### src/rtl/johnson_counter_param.sv
// Parametrised Johnson (twisted-ring) counter with enable, direction, load, phase index and terminal count.
// Define JCNT_SELF_CORRECT_EN to add the err flag and illegal-state recovery to all ones.
module johnson_counter_param #(
  parameter int WIDTH = 4
) (
  input  logic                            clk,
  input  logic                            rst,
  input  logic                            en,
  input  logic                            dir,
  input  logic                            load,
  input  logic [WIDTH-1:0]                load_val,
  output logic [WIDTH-1:0]                out,
  output logic [$clog2(2*WIDTH)-1:0]      phase,
  output logic                            tc,
  output logic                            err
);

  localparam int PW = $clog2(2*WIDTH);
  localparam logic [WIDTH-1:0] LAST_PAT = {{(WIDTH-1){1'b1}}, 1'b0};

  logic [WIDTH-1:0] step_nxt;
  logic [WIDTH-1:0] pat;
  logic [PW-1:0]    phase_c;

  always_comb begin
    if (dir) step_nxt = {out[WIDTH-2:0], ~out[WIDTH-1]};
    else     step_nxt = {~out[0], out[WIDTH-1:1]};
  end

  // Exact match against each legal pattern; no match (illegal) leaves phase at 0.
  always_comb begin
    phase_c = '0;
    pat     = '0;
    for (int unsigned p = 0; p < 2*WIDTH; p++) begin
      pat = '0;
      for (int unsigned i = 0; i < WIDTH; i++) begin
        if (p <= WIDTH) pat[i] = (i < WIDTH - p);
        else            pat[i] = (i >= 2*WIDTH - p);
      end
      if (out == pat) phase_c = PW'(p);
    end
  end

  assign phase = phase_c;

  // Comparing against the exact end patterns already implies legality.
  assign tc = en & ~load & (dir ? (out == '1) : (out == LAST_PAT));

`ifdef JCNT_SELF_CORRECT_EN
  logic [WIDTH-2:0] trans;
  logic             legal;

  assign trans = out[WIDTH-1:1] ^ out[WIDTH-2:0];
  assign legal = ((trans & (trans - 1'b1)) == '0);
  assign err   = ~legal;
`else
  assign err   = 1'b0;
`endif

  always_ff @(posedge clk or posedge rst) begin
    if (rst)
      out <= '1;
    else if (load)
      out <= load_val;
`ifdef JCNT_SELF_CORRECT_EN
    else if (!legal)
      out <= '1;
`endif
    else if (en)
      out <= step_nxt;
  end

endmodule

### config.mk
export PLATFORM = sky130hd
export DESIGN_NAME = johnson_counter_param
export DESIGN_NICKNAME = d
export VERILOG_FILES = /design/src/rtl/johnson_counter_param.sv
export SDC_FILE = /design/constraint.sdc
export NUM_CORES = 1
export LEC_CHECK = 0
export ABC_AREA = 1
export BUFFER_PORTS_ARGS = -buffer_cell sky130_fd_sc_hd__buf_4
export CORE_AREA = 2 2 39 41
export CTS_CLUSTER_DIAMETER = 30
export CTS_CLUSTER_SIZE = 30
export DETAILED_ROUTE_END_ITERATION = 7
export DIE_AREA = 0 0 41 43
export GPL_ROUTABILITY_DRIVEN = 0
export PLACE_DENSITY = 0.63
export SLEW_MARGIN = 20
export SYNTH_ARGS = -nofsm -noshare
export SYNTH_HDL_FRONTEND = slang
export SYNTH_SLANG_ARGS = --single-unit
### constraint.sdc
create_clock -name clk -period 1.8 [get_ports clk]
set_input_delay 0.18 -clock clk [delete_from_list [all_inputs] [get_ports clk]]
set_output_delay 0.18 -clock clk [all_outputs]
set_load 0.1 [all_outputs]
==> impl_metrics.json, run 1 <==
{
  "setup_viol_count_final": 0,
  "vias_per_cell": 4.24,
  "overflow": 0,
  "io_pins": 18,
  "timing_hold_violations_final": 0,
  "final_antenna_net_count": 0,
  "async_flop_share_pct": 100,
  "clkLatencyLatePin_ns": 0.23,
  "dp_hpwl_um": 638,
  "cp_data_arrival_time_ns": 1.53,
  "io_buffer_count": 16,
  "postLayoutCellArea_um2": 543,
  "synth_top_area_cell": "dfstp_2",
  "regMostFlops": "out",
  "grt_usage_pct": 9.19,
  "ctsHoldBuffers": 0,
  "rr_endpoint": "out[3]",
  "die_area_um2": 1760,
  "first_global_vias": 308,
  "num_rows": 14,
  "cts_resized": 0,
  "synthesis.area_um2": 355,
  "fin_crit_ns": 1.71,
  "drive_gt1_share_pct": 40.0,
  "ff2ff_path_depth": 4,
  "route.vias.total": 407,
  "place_ws_ns": 0.327,
  "cp_max_fo": 8,
  "fin_ws_ns": 0.0935,
  "seq_area_frac_synth_pct": 29.6,
  "start_util_pct": 25.7,
  "largest_reg_flops": 4,
  "r2r_setup_slack_ns": 0.80,
  "top_regs": "out x4",
  "cts_buffer_depth": 2,
  "die_h_um": 43,
  "cts_root_buf": "clkbuf_4",
  "outcome": "completed",
  "die_x_um": 41,
  "syn_nets": 71,
  "final_util_pct": 39.2,
  "total_power_mw": 0.536,
  "placed_area_um2": 517,
  "htreeDepth": 1,
  "finalMaxSlewViolations": 0,
  "cts_setup_buffers": 0,
  "crit_end": "phase[0]",
  "grt_max_degree": 9,
  "synth_cell_type_count": 14,
  "p_leak_nw": 0.306,
  "fmax_mhz": 586,
  "numCtsBuffers": 3,
  "syn_inst": 62,
  "setup.worst_path.class": "register to output pin",
  "wl_per_cell_um": 7.89,
  "ys_top_cells_by_area": "dfstp_2, nand2_1, inv_1",
  "reg2reg_from": "out[2]",
  "powerDensity_nw_per_um2": 987,
  "cts.sinks": 4,
  "hold_class": "input port to asynchronous set/reset pin",
  "fin_nets": 90,
  "antenna_cells": 0,
  "drcViolationCount": 0,
  "post-route-period-util_pct": 94.8,
  "synth_edf_count": 0,
  "ys.flop_type": "dfstp_2",
  "area.growth.synth_to_final_pct": 52.8,
  "cts_tree": "built",
  "core_um2": 1380,
  "grt_first_pass_wirelength_mm": 1.12,
  "finClkSkew_ns": 0.00618,
  "maxCapViolCount": 0,
  "synth_common_cells": "nand2_1, inv_1, nor2_1",
  "syn_area_per_cell_um2": 5.73,
  "drtPass1Iterations": 3,
  "cp.required_ns": 1.62,
  "start_kind": "register",
  "synth-seq-cells": 4,
  "worst_setup_path_startpoint": "out[0]",
  "peakVddDrop_mv": 0.286,
  "critical_path.endpoint_type": "output pin",
  "rsz0062_at_grt": "no",
  "clkTransAtPathRegs_ns": 0.04,
  "synth.most_common_cell": "nand2_1",
  "drt_wl_total_um": 757,
  "drt_iter0_markers": 5,
  "synth_top_area_share_pct": 29.6,
  "yosys_warnings": 0,
  "antenna_found_initial": 0
}
final cells by class:
class | instances | area, um2
Fill cell | 159 | 841
Multi-Input combinational cell | 45 | 219
Timing Repair Buffer | 16 | 120
Sequential cell | 4 | 116
Inverter | 11 | 41.3
Clock buffer | 4 | 26.3
Tap cell | 16 | 20.0
critical path, stage by stage, from the launching register on:
cell and delay, ns:
dfstp_4 0.66, inv_1 0.05, nor2_1 0.12, nor2_1 0.09
nor2_4 0.09, buf_4 0.28
how the worst min path moves through the flow:
stage          endpoint
6_report         out[2]
5_1_grt          out[2]
4_1_cts          out[2]
3_5_place_dp     out[1]
3_3_place_gp     out[1]
2_1_floorplan    out[1]
where the power goes:
group | internal (mW) | total (mW) | leakage, nW | switching (mW)
Sequential | 0.113 | 0.133 | 0.0436 | 0.0205
Combinational | 0.0648 | 0.284 | 0.247 | 0.220
Clock | 0.0831 | 0.118 | 0.0150 | 0.0352
logic make-up (layout without fill, tap and decap cells):
group / count (synthesis) / in the layout / synth area share (%)
and+or+nand+nor: 37 / 37 / 42.6
buffers and inverters: 13 / 31 / 15.8
AOI/OAI and AO/OA: 6 / 6 / 8.45
DFF: 4 / 4 / 29.6
other: 1 / 1 / 1.06
xor gates and xnor gates: 1 / 1 / 2.47
placed cells by master (no fill, tap or decap):
master and n:
dfstp_2 1, o21ai_0 1, xor2_1 1, nand2_1 25, inv_2 3, nor2_1 4, dfstp_4 3, a21oi_1 4
clkbuf_1 1, nor2_4 4, nor2_2 1, nand2_2 1, inv_1 8, conb_1 1, buf_4 16, nand3_1 2
clkbuf_4 3, o21ai_1 1
per-stage QoR:
step	hold WS (ns)	TNS [ns]	cells
after floorplan	0.135	-0.0362	62
after global placement	0.278	0	92
after detailed placement	0.264	0	92
after CTS	0.0174	0	96
after global routing	0.0241	0	96
final	0.0180	0	96
layer usage:
| layer | vias to the layer above | track usage (%) | share of wire, % |
|---|---|---|---|
| li1 | 216 | - | - |
| met1 | 176 | 10.8 | 42 |
| met2 | 15 | 14.4 | 49 |
| met3 | 0 | 1.57 | 8.5 |
| met4 | 0 | 6.00 | 0 |
| met5 | - | 0 | 0 |
Power figures use the tool's default switching activity.
==> run 2: changes to the inputs <==
--- a/config.mk
+++ b/config.mk
@@ -13,7 +13,7 @@
 export DETAILED_ROUTE_END_ITERATION = 7
 export DIE_AREA = 0 0 41 43
 export GPL_ROUTABILITY_DRIVEN = 0
-export PLACE_DENSITY = 0.63
+export PLACE_DENSITY = 0.62
 export SLEW_MARGIN = 20
 export SYNTH_ARGS = -nofsm -noshare
 export SYNTH_HDL_FRONTEND = slang
==> impl_metrics.json, run 2 (synthesis results as in run 1) <==
{
  "num_rows": 14,
  "path_buf_inv": 2,
  "first_global_vias": 306,
  "total_power_mw": 0.540,
  "core_um2": 1380,
  "place_ws_ns": 0.327,
  "finClkSkew_ns": 0.00418,
  "die_area_um2": 1760,
  "largest_reg_flops": 4,
  "clkLatencyLatePin_ns": 0.24,
  "setup.worst_path.class": "register to output pin",
  "finalMaxSlewViolations": 0,
  "regMostFlops": "out",
  "cp_max_fo": 8,
  "path_delay_family": "flip-flops",
  "cts_resized": 0,
  "cts_buffer_depth": 2,
  "start_util_pct": 25.7,
  "grt_max_degree": 9,
  "p_leak_nw": 0.306,
  "hold_class": "input port to asynchronous set/reset pin",
  "fin_nets": 90,
  "setup_viol_count_final": 0,
  "slowest_delay_ns": 0.67,
  "path_cells": "inv_1 -> nor2_1 -> nor2_1 -> nor2_4 -> buf_4",
  "io_pins": 18,
  "postLayoutCellArea_um2": 543,
  "cpMostUsedCell": "nor2_1",
  "drt_iter0_markers": 9,
  "maxCapViolCount": 0,
  "post-route-period-util_pct": 95.1,
  "grt_first_pass_wirelength_mm": 1.26,
  "final_cell_mix": "nand2_1, buf_4, inv_1",
  "die_h_um": 43,
  "cts_setup_buffers": 0,
  "clkTransAtPathRegs_ns": 0.04,
  "antenna_found_initial": 0,
  "layout_commonest_cell": "nand2_1",
  "fin_ws_ns": 0.0878,
  "top_regs": "out x4",
  "outcome": "completed",
  "die_x_um": 41,
  "fillers": 157,
  "drt_wl_total_um": 801,
  "rsz0062_at_grt": "no",
  "fmax_mhz": 584,
  "htreeDepth": 1,
  "vias_per_cell": 4.09,
  "start_kind": "register",
  "powerDensity_nw_per_um2": 994,
  "tns_ns": 0,
  "dp_hpwl_um": 651,
  "ctsHoldBuffers": 0,
  "wl_per_cell_um": 8.34,
  "peakVddDrop_mv": 0.395,
  "drcViolationCount": 0,
  "drtPass1Iterations": 4,
  "seqCellArea_um2": 116,
  "antenna_cells": 0,
  "final_antenna_net_count": 0,
  "cts_tree": "built",
  "slowest_stage": "dfstp_4",
  "cp.required_ns": 1.62,
  "critical_path.endpoint_type": "output pin",
  "grt_usage_pct": 10.7,
  "timing_hold_violations_final": 0,
  "numCtsBuffers": 3,
  "route.vias.total": 393,
  "placed_area_um2": 517,
  "cp_data_arrival_time_ns": 1.53,
  "drive_gt1_share_pct": 40.0,
  "overflow": 0,
  "fin_crit_ns": 1.71,
  "area.growth.synth_to_final_pct": 52.8,
  "cts.sinks": 4,
  "cts_root_buf": "clkbuf_4",
  "multi_input_area_um2": 219,
  "io_buffer_count": 16
}
-- run 2: cell counts in the layout (fill, tap and decap cells not counted) --
No cell type changed its count.
-- run 2: per-layer routing --
layer / wire length (um) / share of wire (%) / track usage, % / up-vias
li1: - / - / - / 218
met1: 348 / 43 / 14.7 / 156
met2: 371 / 46 / 14.4 / 17
met3: 66 / 8.2 / 3.14 / 2
met4: 14 / 1.7 / 6.00 / 0
met5: 0 / 0 / 0 / -
-- run 2: metrics by stage --
step	hold WS [ns]	instances	util [%]
final	0.0235	96	39.2
after global routing	0.0488	96	39.2
after CTS	0.0345	96	39.2
after detailed placement	0.277	92	37.3
after global placement	0.275	92	37.3
after floorplan	0.135	62	-
-- run 2: final timing paths --
path                             start        to  cells after the start  slack (ns)
max                             out[0]  phase[0]                      5        0.09
min                                rst    out[2]                      2        0.02
max reg2reg                     out[0]    out[1]                      4        0.83
min reg2reg                     out[1]    out[1]                      2        0.59
max in group asynchronous          rst    out[1]                      2        1.75
min in group clk           load_val[1]    out[1]                      5        0.21
-- run 2: worst register-to-register path, stage by stage (launching register included) --
cell	delay (ns)
dfstp_4	0.67
nand2_1	0.06
nand2_1	0.06
nand2_1	0.05
nand2_1	0.06
-- run 2: area by class of cell --
class                      count  area share (%)
inverter                      11            7.60
tap                           16            3.69
multi-input combinational     45            40.3
clock buffer                   4            4.84
sequential                     4            21.4
timing repair buffer          16            22.1
-- run 2: where the power goes --
group / switching (mW) / leakage (nW) / internal [mW] / total, mW
logic: 0.219 / 0.247 / 0.0647 / 0.284
registers: 0.0212 / 0.0436 / 0.113 / 0.134
clock network: 0.0387 / 0.0150 / 0.0833 / 0.122
total: 0.279 / 0.306 / 0.261 / 0.540
==> run 3: changes to the inputs <==
--- a/config.mk
+++ b/config.mk
@@ -14,6 +14,7 @@
 export DIE_AREA = 0 0 41 43
 export GPL_ROUTABILITY_DRIVEN = 0
 export PLACE_DENSITY = 0.62
+export RECOVER_POWER = 100
 export SLEW_MARGIN = 20
 export SYNTH_ARGS = -nofsm -noshare
 export SYNTH_HDL_FRONTEND = slang
==> impl_metrics.json, run 3 (synthesis results as in run 1) <==
{
  "outcome": "completed",
  "area.growth.synth_to_final_pct": 50.0,
  "die_x_um": 41,
  "r2r_setup_slack_ns": 0.82,
  "hold_class": "input port to asynchronous set/reset pin",
  "sw_frac_of_total_pct": 52.3,
  "finClkSkew_ns": 0.00415,
  "clkTransAtPathRegs_ns": 0.04,
  "placed_area_um2": 517,
  "first_global_vias": 306,
  "p_int_mw": 0.253,
  "antenna_found_initial": 0,
  "final_cell_mix": "nand2_1, inv_1, buf_4, clkbuf_4",
  "maxCapViolCount": 0,
  "postLayoutCellArea_um2": 533,
  "cts_resized": 0,
  "finalMaxSlewViolations": 0,
  "cts_tree": "built",
  "numCtsBuffers": 3,
  "vias_per_cell": 4.16,
  "path_cells": "inv_2 -> nand2_1 -> o21ai_1 -> nor2_4 -> clkbuf_4",
  "ctsHoldBuffers": 0,
  "htreeDepth": 1,
  "num_rows": 14,
  "cp.required_ns": 1.62,
  "grt_first_pass_wirelength_mm": 1.26,
  "setup.worst_path.class": "register to output pin",
  "final_cells": 96,
  "cp_data_arrival_time_ns": 1.54,
  "core_um2": 1380,
  "clkLatencyLatePin_ns": 0.23,
  "io_pins": 18,
  "final_antenna_net_count": 0,
  "start_kind": "register",
  "io_buffer_count": 16,
  "rsz0062_at_grt": "no",
  "setup_viol_count_final": 0,
  "peakVddDrop_mv": 0.381,
  "worst_pin_slew_ns": 0.548,
  "drive_gt1_share_pct": 37.5,
  "ff2ff_path_depth": 4,
  "die_area_um2": 1760,
  "regMostFlops": "out",
  "post-route-period-util_pct": 95.4,
  "cp_max_fo": 8,
  "dp_hpwl_um": 651,
  "cts.sinks": 4,
  "fin_ws_ns": 0.0827,
  "fmax_mhz": 582,
  "p_clk_share_pct": 22.9,
  "largest_reg_flops": 4,
  "drt_wl_total_um": 798,
  "rr_endpoint": "out[2]",
  "route.vias.total": 399,
  "p_leak_nw": 0.302,
  "place_ws_ns": 0.327,
  "wl_per_cell_um": 8.31,
  "fin_crit_ns": 1.72,
  "powerDensity_nw_per_um2": 994,
  "grt_usage_pct": 10.7,
  "drt_iter0_markers": 9,
  "antenna_cells": 0,
  "final_util_pct": 38.5,
  "comb_power_share_pct": 52.1,
  "reg2reg_from": "out[1]",
  "overflow": 0,
  "dp.cells": 92,
  "max_slew_margin_pct": 63.6,
  "power_frac_seq_pct": 25.0,
  "grt_max_degree": 9,
  "layout_commonest_cell": "nand2_1",
  "critical_path.endpoint_type": "output pin",
  "switchingPower_mw": 0.277,
  "fin_nets": 90,
  "cts_root_buf": "clkbuf_4",
  "timing_hold_violations_final": 0,
  "cts_setup_buffers": 0,
  "start_util_pct": 25.7,
  "top_regs": "out x4",
  "slowest_stage": "dfstp_4",
  "die_h_um": 43,
  "drcViolationCount": 0,
  "drtPass1Iterations": 4,
  "cts_buffer_depth": 2,
  "slowest_delay_ns": 0.66
}
[run 3: final cells by class]
cell class                      count  area [um2]
Tap cell                           16        20.0
Clock buffer                        4        26.3
Inverter                           11        41.3
Fill cell                         159         851
Timing Repair Buffer               16         110
Multi-Input combinational cell     45         219
Sequential cell                     4         116
[run 3: power groups by stage]
stage               Sequential (mW)  Clock [mW]  Combinational, mW
global placement              0.135           0              0.285
floorplan                     0.200           0              0.167
CTS                           0.135       0.120              0.285
global route                  0.136       0.125              0.292
finish                        0.132       0.121              0.276
detailed placement            0.135           0              0.285
[run 3: how the worst max path moves through the flow]
stage          cells after the start  endpoint  startpoint  slack [ns]
2_1_floorplan                      5  phase[0]      out[0]       -0.04
3_3_place_gp                       5  phase[0]      out[0]        0.32
3_5_place_dp                       5  phase[0]      out[0]        0.33
4_1_cts                            5  phase[0]      out[0]        0.08
5_1_grt                            5  phase[0]      out[0]        0.02
6_report                           5  phase[2]      out[2]        0.08
[run 3: critical path: cells and delay by family, from the launching register on]
kind	cells	cell delay, ns
compound gates	1	0.10
buf+inv	2	0.37
flops	1	0.66
simple gates	2	0.17
[run 3: per-layer routing]
layer,track usage [%],share of wire (%),wire [um],up-vias
met4,6.00,2.4,19,0
met2,14.4,46,369,19
met3,3.14,8.3,66,4
met5,0,0,0,-
li1,-,-,-,218
met1,14.7,43,343,158
[run 3: stage by stage]
step                TNS (ns)  total power, mW  hold slack, ns
floorplan            -0.0362            0.367           0.135
global placement           0            0.420           0.275
detailed placement         0            0.420           0.277
CTS                        0            0.540          0.0345
global route               0            0.553          0.0516
finish                     0            0.530          0.0261
